File: src/rtl/alu_serial_pkg.sv
// Shared types for the bit-serial ALU engine: operation codes, FSM states and
// a helper that tells carry-chain operations apart from bitwise ones.
package alu_serial_pkg;

  typedef enum logic [1:0] {
    OP_NOR = 2'b00,
    OP_XOR = 2'b01,
    OP_ADD = 2'b10,
    OP_SUB = 2'b11
  } alu_op_e;

  typedef enum logic [1:0] {
    S_IDLE  = 2'b00,
    S_SHIFT = 2'b01,
    S_DONE  = 2'b10
  } state_e;

  // ADD and SUB use the carry chain; NOR and XOR never produce carry or overflow.
  function automatic logic is_arith(input alu_op_e op);
    return (op == OP_ADD) || (op == OP_SUB);
  endfunction

endpackage

File: src/rtl/alu_bit_slice.sv
// Combinational 1-bit ALU slice: bitwise NOR/XOR or a full adder for ADD/SUB.
// Subtraction is handled by the caller (inverted b, carry-in seeded to 1).
module alu_bit_slice
  import alu_serial_pkg::*;
(
  input  logic    a,
  input  logic    b,
  input  logic    cin,
  input  alu_op_e op,
  output logic    s,
  output logic    cout
);

  always_comb begin
    s    = 1'b0;
    cout = 1'b0;
    case (op)
      OP_NOR: s = ~(a | b);
      OP_XOR: s = a ^ b;
      default: begin
        s    = a ^ b ^ cin;
        cout = (a & b) | (cin & (a ^ b));
      end
    endcase
  end

endmodule

File: src/rtl/alu_serial_ctrl.sv
// Bit-serial ALU engine: operands are accepted over valid/ready, evaluated LSB-first
// through one alu_bit_slice per clock, and returned over valid/ready. Define
// ALU_OVF_FLAG_EN to build the signed-overflow flag and its ovf port.
module alu_serial_ctrl
  import alu_serial_pkg::*;
#(
  parameter int W = 8
) (
  input  logic         clk,
  input  logic         rst_n,
  input  logic         in_valid,
  output logic         in_ready,
  input  logic [W-1:0] a,
  input  logic [W-1:0] b,
  input  logic [1:0]   op,
  output logic         out_valid,
  input  logic         out_ready,
  output logic [W-1:0] result,
  output logic         cout,
`ifdef ALU_OVF_FLAG_EN
  output logic         zero,
  output logic         ovf
`else
  output logic         zero
`endif
);

  localparam int CNT_W = (W > 2) ? $clog2(W) : 1;
  localparam logic [CNT_W-1:0] CNT_LAST = CNT_W'(W - 1);

  state_e         state, state_nxt;
  logic [W-1:0]   a_sh, b_sh, res_sh;
  alu_op_e        op_q;
  alu_op_e        op_in;
  logic [CNT_W-1:0] count;
  logic           carry;

  logic           accept, shift_en, last_bit;
  logic           slice_b, slice_s, slice_cout;
  logic [W-1:0]   res_next;

  logic [W-1:0]   result_q;
  logic           cout_q, zero_q;

  assign op_in = alu_op_e'(op);

  always_ff @(posedge clk or negedge rst_n) begin
    if (!rst_n) state <= S_IDLE;
    else        state <= state_nxt;
  end

  always_comb begin
    state_nxt = state;
    in_ready  = 1'b0;
    out_valid = 1'b0;
    accept    = 1'b0;
    shift_en  = 1'b0;
    last_bit  = 1'b0;
    case (state)
      S_IDLE: begin
        in_ready = 1'b1;
        if (in_valid) begin
          accept    = 1'b1;
          state_nxt = S_SHIFT;
        end
      end
      S_SHIFT: begin
        shift_en = 1'b1;
        if (count == CNT_LAST) begin
          last_bit  = 1'b1;
          state_nxt = S_DONE;
        end
      end
      S_DONE: begin
        out_valid = 1'b1;
        // Returning to IDLE first keeps a new request from landing in the handoff cycle.
        if (out_ready) state_nxt = S_IDLE;
      end
      default: state_nxt = S_IDLE;
    endcase
  end

  // Subtraction as a + ~b + 1: invert b per bit, carry seeded to 1 at acceptance.
  assign slice_b  = b_sh[0] ^ (op_q == OP_SUB);
  assign res_next = {slice_s, res_sh[W-1:1]};

  alu_bit_slice u_slice (
    .a    (a_sh[0]),
    .b    (slice_b),
    .cin  (carry),
    .op   (op_q),
    .s    (slice_s),
    .cout (slice_cout)
  );

  // Shift stage: operand/result shift registers, bit counter and carry flip-flop
  always_ff @(posedge clk or negedge rst_n) begin
    if (!rst_n) begin
      a_sh   <= '0;
      b_sh   <= '0;
      res_sh <= '0;
      op_q   <= OP_NOR;
      count  <= '0;
      carry  <= 1'b0;
    end else if (accept) begin
      a_sh   <= a;
      b_sh   <= b;
      op_q   <= op_in;
      count  <= '0;
      carry  <= (op_in == OP_SUB);
    end else if (shift_en) begin
      a_sh   <= a_sh >> 1;
      b_sh   <= b_sh >> 1;
      res_sh <= res_next;
      carry  <= slice_cout;
      count  <= count + CNT_W'(1);
    end
  end

  // Output stage: flags and result captured on the final bit, held through DONE
  always_ff @(posedge clk or negedge rst_n) begin
    if (!rst_n) begin
      result_q <= '0;
      cout_q   <= 1'b0;
      zero_q   <= 1'b0;
    end else if (last_bit) begin
      result_q <= res_next;
      cout_q   <= is_arith(op_q) ? slice_cout : 1'b0;
      zero_q   <= (res_next == '0);
    end
  end

`ifdef ALU_OVF_FLAG_EN
  logic ovf_q;

  // Signed overflow: carry into the MSB differs from carry out of it.
  always_ff @(posedge clk or negedge rst_n) begin
    if (!rst_n)        ovf_q <= 1'b0;
    else if (last_bit) ovf_q <= is_arith(op_q) & (carry ^ slice_cout);
  end

  assign ovf = ovf_q;
`endif

  assign result = result_q;
  assign cout   = cout_q;
  assign zero   = zero_q;

endmodule

File: config.mk
export PLATFORM = sky130hd
export DESIGN_NAME = alu_serial_ctrl
export DESIGN_NICKNAME = d
export VERILOG_FILES = /design/src/rtl/alu_serial_pkg.sv /design/src/rtl/alu_bit_slice.sv /design/src/rtl/alu_serial_ctrl.sv
export SDC_FILE = /design/constraint.sdc
export NUM_CORES = 1
export LEC_CHECK = 0
export ABC_CLOCK_PERIOD_IN_PS = 2300
export CORE_MARGIN = 8
export CORE_UTILIZATION = 38
export CTS_CLUSTER_SIZE = 16
export DETAILED_ROUTE_END_ITERATION = 8
export SETUP_SLACK_MARGIN = 0.5
export SYNTH_ARGS = -nofsm -noshare
export SYNTH_HDL_FRONTEND = slang
export SYNTH_HIERARCHICAL = 1
export SYNTH_SLANG_ARGS = --single-unit
File: constraint.sdc
create_clock -name clk -period 2.3 [get_ports clk]
set_input_delay 0.46 -clock clk [delete_from_list [all_inputs] [get_ports clk]]
set_output_delay 0.46 -clock clk [all_outputs]
set_load 0.01 [all_outputs]
Word level (Yosys, flattened, before mapping) --
Cells that the tools add are included.
Word-level totals: register bits 42, bits of input ports 22, output and inout bits 12, word-level logic and storage cells 60
Cells by class: add/subtract/negate cells 1, eq/ne operators 10, mux-type cells 22, bitwise gates (word level) 9, reduce and logical (&&, ||, !) cells 8
Operators with widths (number):
- two-way mux 8 bit | 4
- two-way mux 1 bit | 11
- equality test 2 bit (second input constant) | 4
- zero test 8 bit | 1
- two-way mux 2 bit | 3
- two-way mux 3 bit | 2
- != test 2 bit (second input constant) | 3
- one-hot mux 2 bit (3 select lines) | 1
- equality test 2 x 1 -> 1 bit (second input constant) | 2
- zero test 2 bit | 2
- adder 3 x 1 -> 3 bit (second input constant) | 1
- equality test 3 bit (second input constant) | 1
- AND reduction 3 bit | 1
- bitwise XOR 1 bit | 3
- bitwise AND 1 bit | 2
- NOT 1 bit | 2
- bitwise OR 1 bit | 2
- one-hot mux 1 bit (2 select lines) | 1
- AND reduction 2 bit | 1
- nonzero test 2 bit | 1
- OR reduction 2 bit | 1
- logical OR 1 bit | 1

Depth between registers and ports, before layout --
Gate-level depths: netlist of the first run.
depth after elaboration 8, gate-level depth with buffers 9, mapped depth without buffers 9

Modules after synthesis --
Netlist of the first run, hierarchy kept.
Modules (own cells, without submodules):
- alu_serial_ctrl | times used 1, cells each 162, area each 1760.4 µm², seq. area each 1026.0 µm²
- alu_bit_slice | times used 1, cells each 8, area each 70.1 µm², seq. area each 0.0 µm²

Least setup slack after synthesis of the first run --
No wires, ideal clock.
path kind reg-to-reg, start point reg op_q[1], end point reg zero_q (netlist: zero), library setup time 83 ps, arrival 1636 ps, slack 581 ps, cell stages (with the launch flop) 9, buffers on the path 0, cells stage by stage dfrtp_1 > nand2_1 > xnor2_1 > inv_1 > fa_1 > mux2i_1 > nor4_1 > nand2_1 > o21ai_0
Between the ends: cells in the longest elaborated chain, start to end 6
Ends and longest elaborated chain:
- start: declaration | line alu_serial_ctrl.sv:33 | alu_op_e op_q;
- start signal: assignment | line alu_serial_ctrl.sv:108 | op_q <= op_in;
- equality test 2 bit * | line alu_serial_ctrl.sv:84 | assign slice_b = b_sh[0] ^ (op_q == OP_SUB);
- bitwise XOR 1 bit * | line alu_serial_ctrl.sv:84
- via slice_b | line alu_serial_ctrl.sv:39 | logic slice_b, slice_s, slice_cout;
- bitwise XOR 1 bit / bitwise OR 1 bit (equally long branches) | line alu_bit_slice.sv:19, alu_bit_slice.sv:21, alu_bit_slice.sv:18
- bitwise XOR 1 bit / NOT 1 bit (equally long branches) | line alu_bit_slice.sv:21, alu_bit_slice.sv:18
- one-hot mux 1 bit (2 select lines) * | line alu_bit_slice.sv:17 | case (op)
- via slice_s | line alu_serial_ctrl.sv:39
- zero test 8 bit * | line alu_serial_ctrl.sv:129 | zero_q <= (res_next == '0);
- end signal: assignment | line alu_serial_ctrl.sv:129
- end: declaration | line alu_serial_ctrl.sv:43 | logic cout_q, zero_q;
The timed path passes the listed nets; every way through them passes the cells marked *. A chain may end at the register's enable or synchronous reset.

Worst setup path after layout of the first run --
start point reg op_q[1], end point reg result_q[7] (netlist: result[7])
Between the ends: cells in the longest elaborated chain, start to end 5
Ends and longest elaborated chain:
- equality test 2 bit * | line alu_serial_ctrl.sv:84
- bitwise XOR 1 bit * | line alu_serial_ctrl.sv:84
- via slice_b | line alu_serial_ctrl.sv:39
- bitwise XOR 1 bit / bitwise OR 1 bit (equally long branches) | line alu_bit_slice.sv:19, alu_bit_slice.sv:21, alu_bit_slice.sv:18
- bitwise XOR 1 bit / NOT 1 bit (equally long branches) | line alu_bit_slice.sv:21, alu_bit_slice.sv:18
- one-hot mux 1 bit (2 select lines) * | line alu_bit_slice.sv:17
- via slice_s | line alu_serial_ctrl.sv:39
- end signal: assignment | line alu_serial_ctrl.sv:127 | result_q <= res_next;
- end: declaration | line alu_serial_ctrl.sv:42 | logic [W-1:0] result_q;
Marked as above.

==> results of run 1 <==
worst max-delay path, stage by stage, from the launching register on:
cell and delay (ns):
dfrtp_1 0.39, nand2_1 0.09, xnor2_1 0.11, inv_1 0.09, fa_1 0.52, mux2i_2 0.09
mux2_1 0.29
metal layers:
| layer | vias up | wire length [um] |
|---|---|---|
| met1 | 653 | 1683 |
| met3 | 7 | 316 |
| met2 | 36 | 1668 |
| met5 | - | 0 |
| met4 | 0 | 64 |
| li1 | 645 | - |
sequential cells by signal, indices dropped and copies added, names as in the netlist:
register / flops
b_sh: 8
cout: 1
zero: 1
count: 3
state: 2
res_sh: 7
a_sh: 8
result: 8
op_q: 2
carry: 1
area by class of cell:
| class | instances | area share |
|---|---|---|
| clock buffers | 7 | 0.03704 |
| clock inverters | 1 | 0.01288 |
| inverters | 4 | 0.006441 |
| multi-input cells | 116 | 0.3027 |
| flip-flops and latches | 41 | 0.4412 |
| well taps | 54 | 0.02899 |
| repair buffers | 43 | 0.1707 |
logic make-up after synthesis:
| group | count (synthesis) |
|---|---|
| mux | 12 |
| simple gates | 74 |
| fa+ha+maj | 4 |
| xor+xnor | 1 |
| flops | 41 |
| buf+inv | 13 |
| compound gates | 25 |
Yosys cell counts (all sizes together):
cell	count
nand2	65
dfrtp	41
a22oi	14
mux2	10
buf	9
o21ai	8
inv	4
ha	3
mux2i	2
nand2b	2
nor2b	2
nor4	2
o21bai	2
a32oi	1
fa	1
nand3b	1
nor2	1
nor3b	1
xnor2	1
power by group:
group / internal (uW) / switching [uW] / total [uW] / leakage [uW]
registers: 1030 / 201 / 1230 / 0.000524
clock network: 354 / 239 / 593 / 0.0000585
logic: 617 / 631 / 1250 / 0.000542
worst max-delay path by stage:
stage                           end  slack, ns  cells past startpoint
after floorplan                zero       0.58                      8
after global placement     count[1]       0.50                      4
after detailed placement       zero       0.44                      8
after CTS                      zero       0.54                      8
after global routing           zero       0.47                      8
final                     result[7]       0.62                      6
stage by stage:
stage | hold slack, ns | total power (uW) | util | instances
final | 0.03404 | 3073 | 0.4968 | 266
after global routing | 0.04434 | 3346 | 0.4968 | 266
after CTS | 0.03215 | 3058 | 0.4931 | 265
after detailed placement | 0.3598 | 2422 | 0.4635 | 254
after global placement | 0.3536 | 2358 | 0.4635 | 254
after floorplan | 0.1644 | 2064 | - | 170
repair_timing:
action	CTS	global route
endpoints found under the setup margin	3	1
pin swaps	1	0
buffers inserted	3	1
gates resized for setup	4	3
==> key figures, run 1 <==
Timing
  • Max Freq: a little under 600 MHz
  • Worst-Margin Slew: 0.4827 ns
  • Crit path time final: approximately 1.7 ns
  • Final Setup Violations: 0
  • Clk_skew: 0.005776 ns
  • RSZ-0062 raised after global routing: true
  • Period utilization: 0.7296
  • Normalized max-slew margin: 0.6782
  • Final hold viol count: 0
  • Final Max Slew Viols: 0
  • Final WS setup: between 0.6 and 0.7 ns
  • Setup TNS: 0 ns

Die
  • Io pins: 34
  • Initial core utilization: 0.3901
  • Core area: approximately 0.0047 sq mm
  • Die Y: 85.41 um
  • Row Count: 25
  • Die Span X: around 85 um
  • DIE AREA: around 0.0073 sq mm

Setup path
  • CP Launch Point: op_q[1]
  • CP endpoint kind: flip-flop
  • Worst R2R Setup Slack: 0.62 ns
  • WP data arrival: 1.86 ns
  • Worst r2r src: op_q[1]
  • R2R depth: 6
  • Critical path fanouts, max: 3
  • WP data required: 2.48 ns
  • FF-to-FF End: result[7]
  • Startpoint type of the worst setup path: flip-flop
  • CP Class: flip-flop to flip-flop

Finish
  • Register area: 0.001028 sq mm
  • Layout Nets: 237
  • Commonest non-fill, non-tap cell in the layout: nand2_1
  • Fill cells: 430
  • Syn-to-layout area delta: 27.34%
  • Ant. Diodes: 0
  • Most frequent cells in the layout: nand2_1 (65), dfrtp_1 (39), clkdlybuf4s50_1 (30)
  • Fin area: 0.002331 sq mm
  • Multi-input gate area: about 710 sq um
  • Fraction of layout cells with a size suffix above 1: 0.1415

Synth
  • Distinct cell type count after synthesis: 23
  • #FFs+latches synth: 41
  • Post-synthesis adder-cell area fraction: 0.03144
  • Register area share after synthesis: 0.5605
  • Xor/xnor share of the synthesized area: 0.004785
  • Warnings, synthesis: 6
  • Netlist Area Pre-Place: 0.001831 sq mm
  • Synth Area in Compound Gates: 0.09433
  • Synth Area in Simple Gates: 0.1770
  • Mux share of post-synthesis cell area: 0.07245
  • Top-area cell type share of the netlist area: 0.5605
  • Mapped Avg Cell Area: roughly 11 sq um
  • Largest family of logic cells by synthesized area: simple AND/OR/NAND/NOR gates
  • Syn_nets: 196
  • Post-synth top area cell: dfrtp_1
  • Cells after Synth: 170
  • Top cells by area, synth: dfrtp_1 (56%), nand2_1 (13%), a22oi_1 (5.7%)

Clocking
  • CTS tree: yes
  • Clock sinks: 41
  • CTS clk-pin slew, worst paths: 0.08 ns
  • CTS Buf Count: 5
  • Clock Tree Buf Depth: 2
  • Clock latency on the worst-skew pair: 0.29 ns
  • H-tree levels: 2
  • CTS Root Cell: clkbuf_8
  • Hold buffer count at cts: 0

GRT
  • Met2 Track Usage GR: 0.1805
  • Total global-route track usage: 0.1151
  • First-pass GRT wire length: approximately 6700 um
  • Grt met1 use: 0.1303
  • Initial antenna violation count: 0
  • Largest net degree at the start of global routing: 22
  • Met3 Use GR: 0.05405
  • GR peak layer: met2
  • Vias in the first global route: 1,444
  • Grt ovf: 0

Routing
  • Routed Antenna Nets: 0
  • DRT iter0 DRCs: 42
  • Drt pass-1 iters: 4
  • Final WL: 3733 um
  • WL/cell: ~14 um
  • Residual DRC: 0
  • Vias: 1,341
  • Vias/cell: slightly above 5

Placed design
  • Pre-CTS setup slack: 0.4396 ns
  • GPL Wtd Cong: 0.7336
  • Buffers on Ports: 33
  • Final HPWL DP: approximately 2700 um
  • Placed cell area: 0.002175 sq mm

Power and ir drop
  • P per Cell Area: 1318 mW/mm^2
  • Worst VDD drop: 0.4263 mV
  • Pleak: around 0.0011 uW

Flow run
  • Max-Cap Viols: 0

Outcome
  • Status: complete, no violations

Hold path
  • HP Class: primary input to async pin
Power figures use the tool's default switching activity.
==> inputs of run 2 (changes only) <==
- ABC_CLOCK_PERIOD_IN_PS: 2300 -> 1700
- clock period: 2.3 -> 1.7 ns (I/O delays scaled with it)
==> run 2 against run 1 <==
Compared with the run above: the run now ends with negative hold slack, negative setup slack left; sequential share of layout area decreased by 7.4 points; register-to-register slack lost 0.69 ns; clock power rose by 11%; clock-buffer cell count stayed put; via count up 12%; first-iteration DRC count increased by 29%; design area grew 20%; die area is the same; maximum frequency decreased by 5.3%; hold slack got worse by 0.043 ns; setup slack worse by 0.69 ns; routed wire length up 29%; critical endpoint is now zero; largest cell class unchanged.
==> key figures, run 2 (synthesized netlist as in run 1, its figures left out) <==
Timing
  • Setup TNS: -0.09494 ns
  • Crit path time final: 1.772 ns
  • Final WS setup: -0.07176 ns
  • RSZ-0062 raised after global routing: true
  • Period utilization: 1.042
  • Normalized max-slew margin: 0.6794
  • Worst-Margin Slew: slightly below 0.5 ns
  • Final Max Slew Viols: 0
  • Final hold viol count: 13
  • Hold Slack: -0.008964 ns
  • Max Freq: ~560 MHz
  • Clk_skew: 0.004294 ns
  • Final Setup Violations: 2

Die
  • Row Count: 25
  • Die Y: 85.41 um
  • Die Span X: approximately 85 um
  • DIE AREA: around 0.0073 sq mm
  • Io pins: 34
  • Core area: roughly 0.0047 sq mm
  • Initial core utilization: 0.3901

Routing
  • Drt pass-1 iters: 4
  • Vias/cell: 5.078
  • WL/cell: 16.26 um
  • Routed Antenna Nets: 0
  • Final WL: 4812 um
  • DRT iter0 DRCs: 54
  • Residual DRC: 0
  • Vias: 1,503

GRT
  • Vias in the first global route: 1,710
  • First-pass GRT wire length: 8204 um
  • Grt ovf: 0
  • Total global-route track usage: 0.1425
  • Largest net degree at the start of global routing: 24
  • Initial antenna violation count: 0

Finish
  • Post-layout util: 0.5963
  • Post-route insts no fill: slightly below 300
  • Fraction of layout cells with a size suffix above 1: 0.4256
  • Fin area: about 0.0028 sq mm
  • Syn-to-layout area delta: 52.84%
  • Fill cells: 382
  • Most frequent cells in the layout: nand2_1 (63), dfrtp_1 (40), buf_4 (22)
  • Commonest non-fill, non-tap cell in the layout: nand2_1
  • Ant. Diodes: 0
  • Layout Nets: 268

Setup path
  • WP data arrival: ~2.0 ns
  • Critical path fanouts, max: 3
  • Worst R2R Setup Slack: -0.07 ns
  • FF-to-FF End: zero
  • Crit path buffers/inverters: 1
  • Levels on crit path: 8
  • CP Launch Point: op_q[1]
  • CP Class: flip-flop to flip-flop
  • Worst setup endpoint: zero
  • CP delay by family, top: adder cells
  • CP dominant cell by count: nand2_1
  • Slowest cell on crit path: fa_1
  • R2R depth: 8
  • Startpoint type of the worst setup path: flip-flop
  • CP endpoint kind: flip-flop
  • Worst r2r src: op_q[1]
  • Critical-path cell list: nand2_1 -> xnor2_1 -> inv_1 -> fa_1 -> mux2i_2 -> nor4_2 -> nand2_1 -> o21ai_1
  • WP data required: 1.92 ns
  • Crit-path max cell delay: 0.50 ns

Clocking
  • Clock Tree Buf Depth: 2
  • Clock latency on the worst-skew pair: 0.30 ns
  • CTS clk-pin slew, worst paths: about 0.080 ns
  • CTS Root Cell: clkbuf_8
  • Clock sinks: 41
  • H-tree levels: 2
  • CTS Buf Count: 5
  • CTS tree: yes

Power and ir drop
  • Pleak: 0.001394 uW
  • Overall Power: 4935 uW
  • Worst VDD drop: around 0.77 mV
  • P per Cell Area: 1764 mW/mm^2

Outcome
  • Failing checks: negative hold slack, negative setup slack
  • Status: finished, violations left

Placed design
  • GPL Wtd Cong: roughly 0.78
  • Final HPWL DP: 2836 um
  • Placed cell area: 0.002305 sq mm
  • Post-placement cell count: approximately 260
  • Buffers on Ports: 33

Hold path
  • HP Class: primary input to async pin

Flow run
  • Max-Cap Viols: 0
[run 2: cell types whose count changed in the layout (fill, tap and decap cells not counted), sizes merged]
cell           before  now
buf                11   52
clkdlybuf4s50      30   20
dlygate4sd2         2    0
bufinv              1    0
nand3b              1    2
nor2b               2    3
[run 2: layout make-up]
| class | count | area, sq um | area share |
|---|---|---|---|
| multi-input combinational | 118 | 918.4 | 0.3283 |
| tap | 54 | 67.56 | 0.02415 |
| timing repair buffer | 72 | 683.2 | 0.2442 |
| sequential | 41 | 1027 | 0.3672 |
| clock buffer | 7 | 86.33 | 0.03086 |
| inverter | 4 | 15.01 | 0.005367 |
[run 2: power breakdown]
part	internal, uW	total [uW]	leakage, uW	switching (uW)
clock network	322	656	0.0000443	334
logic	1420	2590	0.000824	1180
registers	1400	1680	0.000525	288
total	3130	4930	0.00139	1800
[run 2: worst min path at each step]
| stage | cells past startpoint | from | slack (ns) | to |
|---|---|---|---|---|
| final | 1 | rst_n | -0.009 | result[0] |
| after CTS | 1 | rst_n | 0.006 | result[0] |
| after global placement | 1 | rst_n | 0.31 | result[0] |
| after detailed placement | 1 | rst_n | 0.33 | result[0] |
| after global routing | 1 | rst_n | 0.03 | result[0] |
| after floorplan | 0 | rst_n | 0.04 | a_sh[0] |
[run 2: repair_timing]
action / in CTS / in global routing
hold endpoints to repair: 0 / 0
gates cloned: 5 / 0
setup buffers: 22 / 6
pin swaps: 20 / 7
hold buffers: 0 / 0
setup endpoints to repair: 53 / 45
gates resized for setup: 83 / 7
[run 2: stage by stage]
stage / setup slack, ns / hold slack [ns]
finish: -0.07176 / -0.008964
CTS: -0.08000 / 0.005974
global route: -0.2529 / 0.02526
global placement: -0.02718 / 0.3145
floorplan: 0.06950 / 0.04441
detailed placement: -0.07713 / 0.3261
[run 2: routing by layer]
metal | up-vias | global-route usage | part of all wire
li1 | 710 | - | -
met1 | 733 | 0.1508 | 0.41
met2 | 46 | 0.2426 | 0.51
met3 | 14 | 0.04344 | 0.054
met4 | 0 | 0.08758 | 0.028
met5 | - | 0 | 0
